### src/rtl/wb_arbiter_if.sv
// wb_arbiter_if: execute/LSU result inputs and register-file write port of the writeback arbiter.
interface wb_arbiter_if #(
    parameter int XLEN       = 64,
    parameter int FIFO_DEPTH = 2
);
    logic                          alu_valid;
    logic [4:0]                    alu_rd;
    logic [XLEN-1:0]               alu_wdata;
    logic                          lsu_valid;
    logic                          lsu_ready;
    logic [4:0]                    lsu_rd;
    logic [XLEN-1:0]               lsu_wdata;
    logic                          rf_we;
    logic [4:0]                    rf_waddr;
    logic [XLEN-1:0]               rf_wdata;
    logic [$clog2(FIFO_DEPTH):0]   lsu_pending;

    modport master (
        output alu_valid, alu_rd, alu_wdata, lsu_valid, lsu_rd, lsu_wdata,
        input  lsu_ready, rf_we, rf_waddr, rf_wdata, lsu_pending
    );
    modport slave (
        input  alu_valid, alu_rd, alu_wdata, lsu_valid, lsu_rd, lsu_wdata,
        output lsu_ready, rf_we, rf_waddr, rf_wdata, lsu_pending
    );
endinterface

### src/rtl/wb_arbiter.sv
// wb_arbiter: merges ALU and buffered LSU results onto one registered register-file write port.
// Optional WB_RETIRE_CNT_EN adds a 64-bit retired-slot counter port.
module wb_arbiter #(
    parameter int XLEN       = 64,
    parameter int FIFO_DEPTH = 2
) (
    input  logic        clk,
    input  logic        rst_n,
    wb_arbiter_if.slave bus
`ifdef WB_RETIRE_CNT_EN
    ,
    output logic [63:0] retire_cnt
`endif
);
    localparam int AW = $clog2(FIFO_DEPTH);
    localparam int CW = AW + 1;

    logic [4:0]      fifo_rd   [FIFO_DEPTH];
    logic [XLEN-1:0] fifo_data [FIFO_DEPTH];
    logic [AW-1:0]   wr_ptr, rd_ptr;
    logic [CW-1:0]   count;
    logic            fire, has_entry, sel_fifo, sel_direct, sel_valid, push, pop;
    logic [4:0]      sel_rd;
    logic [XLEN-1:0] sel_data;

    always_comb begin
        has_entry     = count != '0;
        bus.lsu_ready = rst_n && (count != CW'(FIFO_DEPTH));
        fire          = bus.lsu_valid && bus.lsu_ready;
        sel_fifo      = !bus.alu_valid && has_entry;
        sel_direct    = !bus.alu_valid && !has_entry && fire;
        sel_valid     = bus.alu_valid || sel_fifo || sel_direct;
        push          = fire && !sel_direct;
        pop           = sel_fifo;
        sel_rd        = bus.alu_valid ? bus.alu_rd : (has_entry ? fifo_rd[rd_ptr] : bus.lsu_rd);
        sel_data      = bus.alu_valid ? bus.alu_wdata : (has_entry ? fifo_data[rd_ptr] : bus.lsu_wdata);
    end

    assign bus.lsu_pending = count;

    // Storage needs no reset: occupancy alone decides which entries are live.
    always_ff @(posedge clk) begin
        if (push) begin
            fifo_rd[wr_ptr]   <= bus.lsu_rd;
            fifo_data[wr_ptr] <= bus.lsu_wdata;
        end
    end

    always_ff @(posedge clk) begin
        if (!rst_n) begin
            wr_ptr       <= '0;
            rd_ptr       <= '0;
            count        <= '0;
            bus.rf_we    <= 1'b0;
            bus.rf_waddr <= '0;
            bus.rf_wdata <= '0;
        end else begin
            wr_ptr    <= push ? wr_ptr + 1'b1 : wr_ptr;
            rd_ptr    <= pop ? rd_ptr + 1'b1 : rd_ptr;
            count     <= count + CW'(push) - CW'(pop);
            bus.rf_we <= sel_valid && (sel_rd != 5'd0);
            if (sel_valid) begin
                bus.rf_waddr <= sel_rd;
                bus.rf_wdata <= sel_data;
            end
        end
    end

`ifdef WB_RETIRE_CNT_EN
    always_ff @(posedge clk) begin
        if (!rst_n) retire_cnt <= '0;
        else if (sel_valid) retire_cnt <= retire_cnt + 64'd1;
    end
`endif
endmodule

### src/flat_wrapper.sv
// flat-port wrapper written by rule: the top's interface ports become plain ports
module wb_arbiter_flat 
#(
    parameter int XLEN       = 64,
    parameter int FIFO_DEPTH = 2
)
  (clk, rst_n, bus_alu_valid, bus_alu_rd, bus_alu_wdata, bus_lsu_valid, bus_lsu_rd, bus_lsu_wdata, bus_lsu_ready, bus_rf_we, bus_rf_waddr, bus_rf_wdata, bus_lsu_pending);
  wb_arbiter_if #(.XLEN(XLEN), .FIFO_DEPTH(FIFO_DEPTH)) bus_i ();
  input  logic clk;
  input  logic rst_n;
  input wire logic [$bits(bus_i.alu_valid)-1:0] bus_alu_valid;
  input wire logic [$bits(bus_i.alu_rd)-1:0] bus_alu_rd;
  input wire logic [$bits(bus_i.alu_wdata)-1:0] bus_alu_wdata;
  input wire logic [$bits(bus_i.lsu_valid)-1:0] bus_lsu_valid;
  input wire logic [$bits(bus_i.lsu_rd)-1:0] bus_lsu_rd;
  input wire logic [$bits(bus_i.lsu_wdata)-1:0] bus_lsu_wdata;
  output wire logic [$bits(bus_i.lsu_ready)-1:0] bus_lsu_ready;
  output wire logic [$bits(bus_i.rf_we)-1:0] bus_rf_we;
  output wire logic [$bits(bus_i.rf_waddr)-1:0] bus_rf_waddr;
  output wire logic [$bits(bus_i.rf_wdata)-1:0] bus_rf_wdata;
  output wire logic [$bits(bus_i.lsu_pending)-1:0] bus_lsu_pending;
  assign bus_i.alu_valid = bus_alu_valid;
  assign bus_i.alu_rd = bus_alu_rd;
  assign bus_i.alu_wdata = bus_alu_wdata;
  assign bus_i.lsu_valid = bus_lsu_valid;
  assign bus_i.lsu_rd = bus_lsu_rd;
  assign bus_i.lsu_wdata = bus_lsu_wdata;
  assign bus_lsu_ready = bus_i.lsu_ready;
  assign bus_rf_we = bus_i.rf_we;
  assign bus_rf_waddr = bus_i.rf_waddr;
  assign bus_rf_wdata = bus_i.rf_wdata;
  assign bus_lsu_pending = bus_i.lsu_pending;
  wb_arbiter #(.XLEN(XLEN), .FIFO_DEPTH(FIFO_DEPTH)) u_core (.clk(clk), .rst_n(rst_n), .bus(bus_i));
endmodule
### config.mk
export PLATFORM = sky130hd
export DESIGN_NAME = wb_arbiter_flat
export DESIGN_NICKNAME = d
export VERILOG_FILES = /design/src/rtl/wb_arbiter_if.sv /design/src/rtl/wb_arbiter.sv /design/src/flat_wrapper.sv
export SDC_FILE = /design/constraint.sdc
export NUM_CORES = 1
export LEC_CHECK = 0
export CAP_MARGIN = 20
export CORE_ASPECT_RATIO = 0.9
export CORE_MARGIN = 3
export CORE_UTILIZATION = 51
export CTS_BUF_LIST = sky130_fd_sc_hd__clkbuf_4
export DETAILED_ROUTE_END_ITERATION = 16
export PLACE_DENSITY = 0.82
export SYNTH_ARGS = -nofsm -noshare
export SYNTH_HDL_FRONTEND = slang
export SYNTH_SLANG_ARGS = --single-unit
### constraint.sdc
create_clock -name clk -period 5.34 [get_ports clk]
set_input_delay 0.801 -clock clk [delete_from_list [all_inputs] [get_ports clk]]
set_output_delay 0.801 -clock clk [all_outputs]
set_load 0.1 [all_outputs]
==> impl_metrics.toml <==
[setup_path]
cp-end-kind = "primary output"
r2r_end = "u_core.bus.rf_wdata[51]$_SDFFE_PN0P_"
cp.required_ps = 4540
cp_max_fo = 41
r2r_start = "u_core.bus.lsu_pending[1]$_SDFF_PN0_"
path_class = "flop to primary output"
rrSetupSlack_ps = 2080
start_kind = "flop"
crit_arrival_ps = 3050
rr_worst_depth = 6

[floorplanning]
die_h_um = 130
die_w_um = 144
die_area_um2 = 18800
num_rows = 44
start_util_pct = 53.2
core_area_um2 = 16500
io_pins = 215

[timing]
timing.fmax_ghz = 0.260
drv_slew = 0
setup_viol = 0
hold_violations = 0
fin_tns_setup_ps = 0
min_period_ps = 3850
worst_slack_ps = 1490
worstMarginPinSlew_ps = 1020
period_share_pct = 72.1
rsz0062_at_grt = "false"
slew_headroom_pct = 31.8
fin_skew_ps = 24.6

[yosys]
netlist_instances = 727
synth_edf_count = 138
synth_top_area_share_pct = 47.2
synth_top_family_by_area = "compound AO/OA/AOI/OAI gates"
synthMuxAreaShare_pct = 7.87
ys.flop_type = "edfxtp_1"
synth.area.top_cells = "edfxtp_1, dfxtp_1, mux2i_1"
synthSimpleGateAreaFrac_pct = 5.05
ys_seq_area_share_pct = 64.3
synth_xor_area_share_pct = 0.399
synth_cell_types = 30
yosysTopAreaCell = "edfxtp_1"
synth_nets = 871
synth_fa_ha_area_share_pct = 0.285
yosysWarnings = 0
syn_avg_cell_area_um2 = 12.1
synthArstFlopShare_pct = 0
yosys.cell_count.top_type = "edfxtp_1"
ys_ff_latch = 213
yosys-top-cells-count = "edfxtp_1, a21oi_1, dfxtp_1"
synth_area_um2 = 8780
synth_compound_area_share_pct = 18.0

[flow_run]
maxCapViolations = 0

[clocking]
cts_root_buffer = "clkbuf_4"
cts_made_buffers = 51
tritoncts = "done"
htree_num_levels = 2
cts_hold_buf = 0
clockBufferDepth = 3
clk_latency_ps = 640
cts_resized = 0
cts.reportedPaths.clkPinSlew_ps = 60
clkSinkCount = 213
postCtsSetupBuffers = 0

[layout]
nNetsFinal = 1077
antennaDiodeCount = 0
layout-drive-gt1-share_pct = 10.4
postLayoutCellArea_um2 = 11600
area_growth_pct = 32.1

[worst_hold_path]
worstHoldEndpoint = "u_core.bus.rf_waddr[0]$_SDFFE_PN0P_"
hold_depth = 2
min_from = "u_core.bus.rf_waddr[0]$_SDFFE_PN0P_"
hp-class = "flop to flop"

[placement]
place.gp.congestion = 0.757
dpl.hpwl_um = 13300
place.port_buffers = 214
placed_area_um2 = 10900
dp_slack_ps = 1710

[drt]
ant_nets = 0
totalWireLength_um = 22000
drc = 0
vias = 6816
wl_per_cell_um = 18.6
dr.pass1.iters = 4
viasPerCell = 5.77
drt_iter0_markers = 479

[power_and_ir_drop]
peakVddDrop_uv = 344
p_per_area_nw_per_um2 = 532
power_mw = 6.17
leakage_nw = 3.89

[grt]
grt_pass1_vias = 6857
grt.overflow.total = 0
grt_max_degree = 136
grt_first_pass_wirelength_um = 34200
antenna_found_initial = 0
grtUsageTotal_pct = 22.7

[status]
status = "complete, no violations"
-- worst max-delay path: stages (launching register included) --
cell and delay (ps):
dfxtp_2 920, inv_1 150, a21oi_1 180, clkdlybuf4s50_1 1180
-- sequential cells by signal, indices dropped and copies added, names as in the netlist, named ones only --
name,flops
u_core.bus.lsu_pending,2
u_core.bus.rf_wdata,64
u_core.rd_ptr,1
u_core.bus.rf_we,1
u_core.wr_ptr,1
u_core.fifo_rd,10
u_core.fifo_data,128
u_core.bus.rf_waddr,5
-- placed cells by master (no fill, tap or decap), types with 2 or more instances in the layout --
cell	n
clkbuf_4	80
nor3_1	72
mux2i_1	69
inv_1	4
a211oi_1	72
a21oi_1	131
dfxtp_2	2
buf_4	9
clkdlybuf4s50_1	212
xor2_1	2
dfxtp_1	72
ha_1	2
edfxtp_1	138
and2_1	2
nand2_1	3
o21ai_0	64
xnor2_1	2
clkinv_1	15
nor2_1	8
-- how the worst max path moves through the flow --
stage / from / depth (start not counted) / end
6_report: u_core.bus.lsu_pending[0]$_SDFF_PN0_ / 3 / bus_lsu_ready
5_1_grt: u_core.bus.lsu_pending[0]$_SDFF_PN0_ / 3 / bus_lsu_ready
4_1_cts: u_core.bus.lsu_pending[0]$_SDFF_PN0_ / 3 / bus_lsu_ready
3_5_place_dp: bus_alu_valid / 5 / u_core.bus.rf_wdata[51]$_SDFFE_PN0P_
3_3_place_gp: rst_n / 5 / u_core.fifo_data[0][8]$_DFFE_PP_
2_1_floorplan: u_core.bus.lsu_pending[0]$_SDFF_PN0_ / 6 / u_core.fifo_data[0][0]$_DFFE_PP_
-- cell type report --
cell class	instances	area, µm²
fillers	1239	4920
repair buffers	223	2210
inverters	5	18.8
flip-flops and latches	213	5650
clock buffers	80	601
multi-input cells	439	2790
clock inverters	15	57.6
well taps	207	259
-- metal layers --
layer	track usage, %	share of wire (%)	vias up
met5	0	0	-
met2	36.2	47	257
met4	7.68	1.9	0
li1	-	-	3252
met1	30.0	43	3271
met3	6.59	8.0	36
-- cells by family (layout without fill, tap and decap cells) --
family / Yosys count / after routing
adder cells (fa/ha/maj): 2 / 2
buffers and inverters: 75 / 323
XOR/XNOR: 4 / 4
AO/OA/AOI/OAI: 274 / 274
AND/OR/NAND/NOR: 90 / 90
flip-flops: 213 / 213
multiplexers: 69 / 69
-- power by group --
part / internal (mW) / switching [mW]
clock: 0.681 / 0.620
combinational: 0.739 / 1.88
sequential: 2.01 / 0.235
-- metrics by stage --
step | utilization (%) | cells | hold slack [ps]
after floorplan | - | 727 | 481
after global placement | 66.1 | 1086 | 442
after detailed placement | 66.1 | 1086 | 448
after CTS | 70.1 | 1181 | 480
after global routing | 70.2 | 1182 | 518
final | 70.2 | 1182 | 486
(Power assumes the default switching activity.)
